[config.mk]
export PLATFORM = sky130hd
export DESIGN_NAME = dma_copy_engine
export DESIGN_NICKNAME = d
export VERILOG_FILES = /design/src/rtl/dma_copy_engine.sv
export SDC_FILE = /design/constraint.sdc
export NUM_CORES = 1
export LEC_CHECK = 0
export CORE_ASPECT_RATIO = 2
export CORE_MARGIN = 8
export CORE_UTILIZATION = 35
export CTS_BUF_LIST = sky130_fd_sc_hd__clkbuf_2
export CTS_CLUSTER_SIZE = 10
export DETAILED_ROUTE_END_ITERATION = 6
export PLACE_DENSITY = 0.68
export REMOVE_ABC_BUFFERS = 1
export SLEW_MARGIN = 20
export SYNTH_ARGS = -nofsm -noshare
export SYNTH_HDL_FRONTEND = slang
export SYNTH_SLANG_ARGS = --single-unit
[constraint.sdc]
create_clock -name clk -period 2.97 [get_ports clk]
set_input_delay 0.297 -clock clk [delete_from_list [all_inputs] [get_ports clk]]
set_output_delay 0.297 -clock clk [all_outputs]
set_load 0.03 [all_outputs]
[src/rtl/dma_copy_engine.sv]
// dma_copy_engine: word-granular memory-to-memory copy engine.
// Acts as a bus initiator on the req/gnt/rvalid data bus and copies `len`
// words from src to dst, one read followed by one write per word, with at
// most one outstanding transaction. Completion or bus error is reported
// through sticky done/err flags and a one-cycle irq pulse.
module dma_copy_engine #(
  parameter int LEN_W = 16
) (
  input  logic             clk,
  input  logic             rst,
  input  logic             start,
  input  logic [31:0]      src_addr,
  input  logic [31:0]      dst_addr,
  input  logic [LEN_W-1:0] len,
  output logic             busy,
  output logic             done,
  output logic             err,
  output logic             irq,
  output logic [LEN_W-1:0] words_done,
  output logic             data_req,
  output logic             data_we,
  output logic [3:0]       data_be,
  output logic [31:0]      data_addr,
  output logic [31:0]      data_wdata,
  input  logic             data_gnt,
  input  logic             data_rvalid,
  input  logic [31:0]      data_rdata,
  input  logic             data_err
);

  typedef enum logic [2:0] {
    IDLE,
    RD_REQ,
    RD_WAIT,
    WR_REQ,
    WR_WAIT,
    FINISH
  } state_t;

  state_t state, state_next;

  logic [31:0]      src_q;
  logic [31:0]      dst_q;
  logic [31:0]      hold_q;
  logic [LEN_W-1:0] remaining_q;
  logic [LEN_W-1:0] words_q;
  logic             done_q;
  logic             err_q;

  // State register; reset drops any in-flight request on the next edge.
  always_ff @(posedge clk) begin
    if (!rst) begin
      state <= IDLE;
    end else begin
      state <= state_next;
    end
  end

  // Next-state and bus/status decode, all outputs derived from registered state only.
  always_comb begin
    state_next = state;
    data_req   = 1'b0;
    data_we    = 1'b0;
    data_addr  = src_q;
    busy       = 1'b0;
    irq        = 1'b0;
    case (state)
      IDLE: begin
        if (start) begin
          state_next = (len == '0) ? FINISH : RD_REQ;
        end
      end
      RD_REQ: begin
        busy     = 1'b1;
        data_req = 1'b1;
        if (data_gnt) begin
          state_next = RD_WAIT;
        end
      end
      RD_WAIT: begin
        busy = 1'b1;
        if (data_rvalid) begin
          state_next = data_err ? FINISH : WR_REQ;
        end
      end
      WR_REQ: begin
        busy      = 1'b1;
        data_req  = 1'b1;
        data_we   = 1'b1;
        data_addr = dst_q;
        if (data_gnt) begin
          state_next = WR_WAIT;
        end
      end
      WR_WAIT: begin
        busy      = 1'b1;
        data_addr = dst_q;
        if (data_rvalid) begin
          if (data_err || (remaining_q == LEN_W'(1))) begin
            state_next = FINISH;
          end else begin
            state_next = RD_REQ;
          end
        end
      end
      FINISH: begin
        irq        = 1'b1;
        state_next = IDLE;
      end
      default: begin
        state_next = IDLE;
      end
    endcase
  end

  // Working registers: command latch, read holding register, progress counters and sticky flags.
  always_ff @(posedge clk) begin
    if (!rst) begin
      src_q       <= '0;
      dst_q       <= '0;
      hold_q      <= '0;
      remaining_q <= '0;
      words_q     <= '0;
      done_q      <= 1'b0;
      err_q       <= 1'b0;
    end else begin
      case (state)
        IDLE: begin
          if (start) begin
            src_q       <= src_addr & ~32'd3;
            dst_q       <= dst_addr & ~32'd3;
            remaining_q <= len;
            words_q     <= '0;
            err_q       <= 1'b0;
            done_q      <= (len == '0);
          end
        end
        RD_WAIT: begin
          if (data_rvalid) begin
            if (data_err) begin
              err_q <= 1'b1;
            end else begin
              hold_q <= data_rdata;
            end
          end
        end
        WR_WAIT: begin
          if (data_rvalid) begin
            if (data_err) begin
              err_q <= 1'b1;
            end else begin
              words_q     <= words_q + LEN_W'(1);
              src_q       <= src_q + 32'd4;
              dst_q       <= dst_q + 32'd4;
              remaining_q <= remaining_q - LEN_W'(1);
              if (remaining_q == LEN_W'(1)) begin
                done_q <= 1'b1;
              end
            end
          end
        end
        default: begin
        end
      endcase
    end
  end

  assign done       = done_q;
  assign err        = err_q;
  assign words_done = words_q;
  assign data_be    = 4'hF;
  assign data_wdata = hold_q;

endmodule

==> results.yml, run 1 <==
status:
  outcome: "finished, final reports clean"
min_path:
  timing.hold.worst.class: "input pin to flip-flop"
  worst_hold_depth: 3
  worst_hold_path.endpoint: "data_wdata[18]"
  worst_hold_path_startpoint: "data_rdata[18]"
synth:
  synth_async_sr_flop_share: 0
  ys_types: 65
  yosys_warnings: 0
  commonest_register_cell_after_synthesis: "dfxtp_1"
  synth_enable_flop_cells: 0
  synth.avg_cell_area_um2: 7.74
  postSynthRegisterBits: 129
  synthesis.instances: 926
  proportion_of_synthesized_chip_area_in_sequential_cells: 0.360
  synthesis.area_mm2: 0.00717
global_routing:
  globalRoute.totalOverflow: 0
  grt_pass1_vias: 7740
  track_usage: 0.208
  grt_antenna_before_repair: 3
  grt_pass1_wl_mm: 41.3
  grt_max_degree: 60
  grtUsageMet2: 0.355
  gr-usage-met3: 0.0390
  busiest_metal_layer_after_global_routing: "met2"
  groute.layer.met1.usage: 0.215
floorplanning:
  die_width_um: 117
  ioPinCount: 208
  core_area_mm2: 0.0203
  die_area_mm2: 0.0256
  num_rows: 74
  vertical_extent_of_the_die_um: 218
  initial_core_util: 0.354
drt:
  routed_wirelength_mm: 26.8
  viasPerCell: 5.65
  route.detailed.wl_per_inst_um: 19.4
  first_iter_violations: 528
  drt_pre_antenna_iters: 5
  final_antenna_net_count: 0
  dr_total_vias: 7817
  drc: 0
power:
  vdd_ir_drop_max_mv: 0.215
  power.combinational.fraction: 0.280
  power.static_leakage_nw: 3.42
  share_seq_of_total_power: 0.490
  switching_share: 0.356
  pwr_density_cell_mw_per_mm2: 429
  netSwitchingPower_mw: 1.47
  p_int_mw: 2.67
  power.total_mw: 4.14
  part_of_the_total_power_dissipated_in_the_clock_network: 0.230
worst_setup_path:
  regToRegSetupSlack_ps: 640
  rr_startpoint: "state[2]"
  ff2ff_path_depth: 6
  critPathCaptureType: "primary output"
  critical_path.max_fanout: 15
  worstPathArrival_ps: 2450
  worst_r2r_endpoint: "dst_q[29]"
  critPathRequiredTime_ps: 2670
  critPathLaunchType: "flip-flop"
  critPathKind: "flip-flop to primary output"
layout:
  area.growth.synth_to_final_pct: 34.7
  post_route_cells_drive_above_1_share: 0.117
  num-nets-final: 1227
sta:
  timing_worst_slew_pin_value_ps: 1060
  rsz0062_at_grt: "no"
  final.hold.worst_slack_ps: 117
  clock.fmax_mhz: 364
  timing.slew.headroom: 0.295
  setup_violations: 0
  fin_skew_ps: 35.5
  finalHoldViolations: 0
  layout_min_cycle_time_ps: 2740
  final_min_period_over_clock_period: 0.924
  final_max_slew_viol_count: 0
placed_design:
  dp_hpwl_mm: 19.6
  port_buffers: 197
  place.gp.congestion: 0.941
clocking:
  cts.htree.levels: 4
  tritoncts: "yes"
  cts_root_buffer_type: "clkbuf_2"
  maximum_number_of_buffers_from_clock_root_to_sink: 2
  cts.sink_count: 129
  worst_setup_hold_path_clk_slew_ps: 180
  clock_latency_ps: 710
  cts-buffers-inserted: 17
run:
  drv_cap: 0
==> repair_timing <==
| item | 4_1_cts | 5_1_grt |
|---|---|---|
| endpoints found under the setup margin | 26 | 25 |
| cloned | 0 | 1 |
| hold buffers | 0 | 0 |
| setup buffers | 0 | 3 |
| resized for setup | 17 | 7 |
==> routing by layer <==
metal | wire length [um] | up-vias
met5 | 0 | -
met4 | 1770 | 0
met3 | 1760 | 89
met2 | 13400 | 328
met1 | 9850 | 3633
li1 | - | 3767
==> per-stage QoR <==
step	instance area, um2	utilization	instances	TNS [ps]	setup WS (ps)
5_1_grt	9660	0.476	1384	0	70.3
3_3_place_gp	9410	0.464	1347	0	484
3_5_place_dp	9410	0.464	1347	0	460
4_1_cts	9590	0.473	1377	0	9.89
2_1_floorplan	6880	-	857	-60310	-1400
6_report	9660	0.476	1384	0	226
==> synth_stat cells, types with 5 or more instances <==
master | n | area [um2]
buf_2 | 6 | 30.0
a22oi_1 | 23 | 173
and2_1 | 8 | 50.1
xor2_1 | 16 | 140
buf_4 | 6 | 45.0
a31oi_1 | 13 | 81.3
nor2b_1 | 5 | 31.3
and4_1 | 12 | 105
a221oi_1 | 7 | 61.3
nand2_1 | 138 | 518
ha_1 | 5 | 62.6
dfxtp_1 | 129 | 2580
o211ai_1 | 9 | 67.6
mux2i_1 | 7 | 70.1
nor2_1 | 88 | 330
mux2_2 | 29 | 327
o311ai_0 | 5 | 43.8
a21oi_1 | 69 | 345
clkbuf_1 | 59 | 221
or3_1 | 14 | 87.6
nor4_1 | 18 | 113
inv_1 | 7 | 26.3
and3_1 | 6 | 37.5
nor3_1 | 25 | 125
a211oi_1 | 10 | 75.1
o22ai_1 | 14 | 87.6
nand4_1 | 26 | 163
xnor2_1 | 10 | 87.6
o21ai_0 | 45 | 225
nand3_1 | 39 | 195
nand2b_1 | 6 | 37.5
or4_1 | 5 | 37.5
==> sequential cells by signal, summed over array words and instances, names as in the netlist <==
| register | flops |
|---|---|
| src_q | 30 |
| done | 1 |
| state | 3 |
| data_wdata | 32 |
| dst_q | 30 |
| words_done | 16 |
| err | 1 |
| remaining_q | 16 |
==> placed cells by master (no fill, tap or decap), drive strengths merged, types with 11 or more instances in the layout <==
cell           count
a21oi             69
nand2            138
clkdlybuf4s50    167
buf               48
nand3             39
dfxtp            129
or3               16
a31oi             13
a22oi             23
o22ai             14
nand4             26
mux2              29
nor4              19
nor3              25
and4              12
nor2              88
xor2              16
clkbuf            24
o21ai             45
dlygate4sd2       11
==> worst max path at each step <==
stage	start	endpoint	slack (ps)	depth (start not counted)
CTS	state[2]	data_addr[16]	10	6
finish	state[2]	data_addr[14]	230	6
global route	state[1]	data_addr[16]	70	7
floorplan	state[2]	src_q[31]	-1400	4
global placement	data_err	data_wdata[23]	480	5
detailed placement	data_err	data_wdata[23]	460	5
==> power groups by stage <==
stage          Sequential [mW]  Combinational, mW  Clock [mW]
2_1_floorplan             2.03              0.637           0
3_3_place_gp              2.06               1.15           0
3_5_place_dp              2.06               1.16           0
4_1_cts                   2.02               1.15       0.983
5_1_grt                   2.05               1.25        1.06
6_report                  2.03               1.16       0.952
==> kinds of logic (layout without fill, tap and decap cells) <==
family,count (synthesis),in the layout,share of synthesized area
and+or+nand+nor,408,408,0.278
AOI/OAI and AO/OA,239,239,0.218
DFF,129,129,0.360
buffers and inverters,81,266,0.0466
muxes,36,36,0.0553
xor gates and xnor gates,26,26,0.0318
adders and majority gates,5,5,0.00872
other,2,9,0.00105
==> area by class of cell <==
type	count	area, um2
fillers	1992	10600
multi-input cells	720	4310
flip-flops and latches	129	2580
repair buffers	228	2220
well taps	266	333
clock buffers	22	110
clock inverters	8	66.3
inverters	8	30.0
diodes	3	7.51
==> worst max-delay path, stage by stage (launching register included) <==
cell and delay [ps]:
dfxtp_2 380, or3b_4 410, nand2b_4 120, buf_12 140, buf_12 150, mux2_2 380
buf_4 180
Power figures use the tool's default switching activity.
==> inputs of run 2 (changes only) <==
--- a/config.mk
+++ b/config.mk
@@ -5,14 +5,17 @@
 export SDC_FILE = /design/constraint.sdc
 export NUM_CORES = 1
 export LEC_CHECK = 0
+export CELL_PAD_IN_SITES_DETAIL_PLACEMENT = 0
+export CELL_PAD_IN_SITES_GLOBAL_PLACEMENT = 1
 export CORE_ASPECT_RATIO = 2
 export CORE_MARGIN = 8
 export CORE_UTILIZATION = 35
 export CTS_BUF_LIST = sky130_fd_sc_hd__clkbuf_2
 export CTS_CLUSTER_SIZE = 10
 export DETAILED_ROUTE_END_ITERATION = 6
-export PLACE_DENSITY = 0.68
+export PLACE_DENSITY = 0.88
 export REMOVE_ABC_BUFFERS = 1
+export SKIP_CTS_REPAIR_TIMING = 1
 export SLEW_MARGIN = 20
 export SYNTH_ARGS = -nofsm -noshare
 export SYNTH_HDL_FRONTEND = slang
==> run 2 against run 1 <==
  * Non-clock buffer count decreased by 1
  * Highest routed layer unchanged
  * Routed wire length increased by 1.2%
  * Hold slack got worse by 24 ps
  * Flip-flop and latch count stayed put
  * Clock-buffer cell count is 5 lower
==> results.yml, run 2 (same netlist as run 1, synthesis figures left out) <==
clocking:
  tritoncts: "yes"
  cts_root_buffer_type: "clkbuf_2"
  cts-buffers-inserted: 17
  worst_setup_hold_path_clk_slew_ps: 210
  maximum_number_of_buffers_from_clock_root_to_sink: 2
  cts.htree.levels: 4
  clock_latency_ps: 720
  cts.sink_count: 129
placed_design:
  dp_hpwl_mm: 20.1
  port_buffers: 197
  place.gp.congestion: 0.950
  numPlacedInstances: 1348
layout:
  utilization: 0.483
  area.growth.synth_to_final_pct: 36.6
  layout_commonest_cell: "clkdlybuf4s50_1"
  post_route_cells_drive_above_1_share: 0.128
  nFillCells: 1984
  largest_register_ffs: 32
  seq_area_mm2: 0.00258
  final_cell_mix: "clkdlybuf4s50_1, nand2_1, dfxtp_1"
  num-nets-final: 1226
  multi_input_comb_area_mm2: 0.00431
  final_cell_count_no_fill: 1383
global_routing:
  globalRoute.totalOverflow: 0
  grt_antenna_before_repair: 1
  grt_pass1_wl_mm: 40.8
  grt_pass1_vias: 7744
  track_usage: 0.206
  grt_max_degree: 62
drt:
  dr_total_vias: 7836
  first_iter_violations: 543
  route.detailed.wl_per_inst_um: 19.6
  final_antenna_net_count: 0
  routed_wirelength_mm: 27.1
  drt_pre_antenna_iters: 5
  drc: 0
  viasPerCell: 5.67
sta:
  rsz0062_at_grt: "no"
  clock.fmax_mhz: 355
  setup_violations: 0
  finalHoldViolations: 0
  fin_skew_ps: 30.0
  timing.slew.headroom: 0.523
  final.hold.worst_slack_ps: 93.5
  final_max_slew_viol_count: 0
  final_min_period_over_clock_period: 0.948
  layout_min_cycle_time_ps: 2820
  timing_worst_slew_pin_value_ps: 716
floorplanning:
  core_area_mm2: 0.0203
  die_width_um: 117
  initial_core_util: 0.354
  num_rows: 74
  vertical_extent_of_the_die_um: 218
  ioPinCount: 208
  die_area_mm2: 0.0256
worst_setup_path:
  worstPathCellList: "or3b_2, nand2b_4, buf_12, mux2_2, buf_4"
  critPathLaunchType: "flip-flop"
  critPathKind: "flip-flop to primary output"
  worstPathArrival_ps: 2520
  critPathTopFamily: "simple AND/OR/NAND/NOR gates"
  critPathRequiredTime_ps: 2670
  worst_path_max_delay_cell: "or3b_2"
  critical_path.max_fanout: 20
  critPathCaptureType: "primary output"
  max_stage_delay_ps: 490
  critical_path_buf_inv_count: 2
run:
  drv_cap: 0
power:
  vdd_ir_drop_max_mv: 0.254
  pwr_density_cell_mw_per_mm2: 478
  power.static_leakage_nw: 3.49
min_path:
  timing.hold.worst.class: "input pin to flip-flop"
status:
  outcome: "finished, final reports clean"
==> run 2: worst reg2reg max path, stage by stage (launching register included) <==
cell and delay, ps:
dfxtp_1 400, inv_1 70, ha_1 200, or3b_2 550
or3_4 440, or3_1 330, a221oi_1 260
==> run 2: per-stage QoR <==
stage / setup TNS [ps] / total power, mW / area, um2 / setup WS, ps
4_1_cts: -5630 / 4.72 / 9740 / -303
5_1_grt: 0 / 4.91 / 9800 / 44.3
3_3_place_gp: 0 / 3.20 / 9410 / 431
2_1_floorplan: -60310 / 2.66 / 6880 / -1400
3_5_place_dp: 0 / 3.22 / 9410 / 410
6_report: 0 / 4.68 / 9800 / 153
==> run 2: area by class of cell <==
type / count / area share
multi-input cells: 720 / 0.440
inverters: 8 / 0.00307
clock inverters: 15 / 0.0258
well taps: 266 / 0.0340
clock buffers: 17 / 0.00868
flip-flops and latches: 129 / 0.264
repair buffers: 227 / 0.225
diodes: 1 / 0.000255
==> run 2: routing by layer <==
metal,global-route usage,wire [um]
met2,0.378,14200
met3,0.0371,1560
met1,0.199,9820
met4,0.145,1530
met5,0,0
==> run 2: path summary, 6_finish.rpt <==
path	startpoint	to	slack [ps]	cells past startpoint
setup / recovery	state[1]	data_addr[19]	150	5
hold / removal	data_rdata[23]	data_wdata[23]	90	3
setup reg to reg	remaining_q[0]	remaining_q[12]	640	6
hold reg to reg	data_wdata[29]	data_wdata[29]	460	2
==> run 2: where the power goes <==
group / switching (mW) / leakage, nW / internal, mW
registers: 0.169 / 1.05 / 1.85
logic: 0.648 / 2.25 / 0.526
clock network: 0.749 / 0.186 / 0.735
total: 1.57 / 3.49 / 3.11
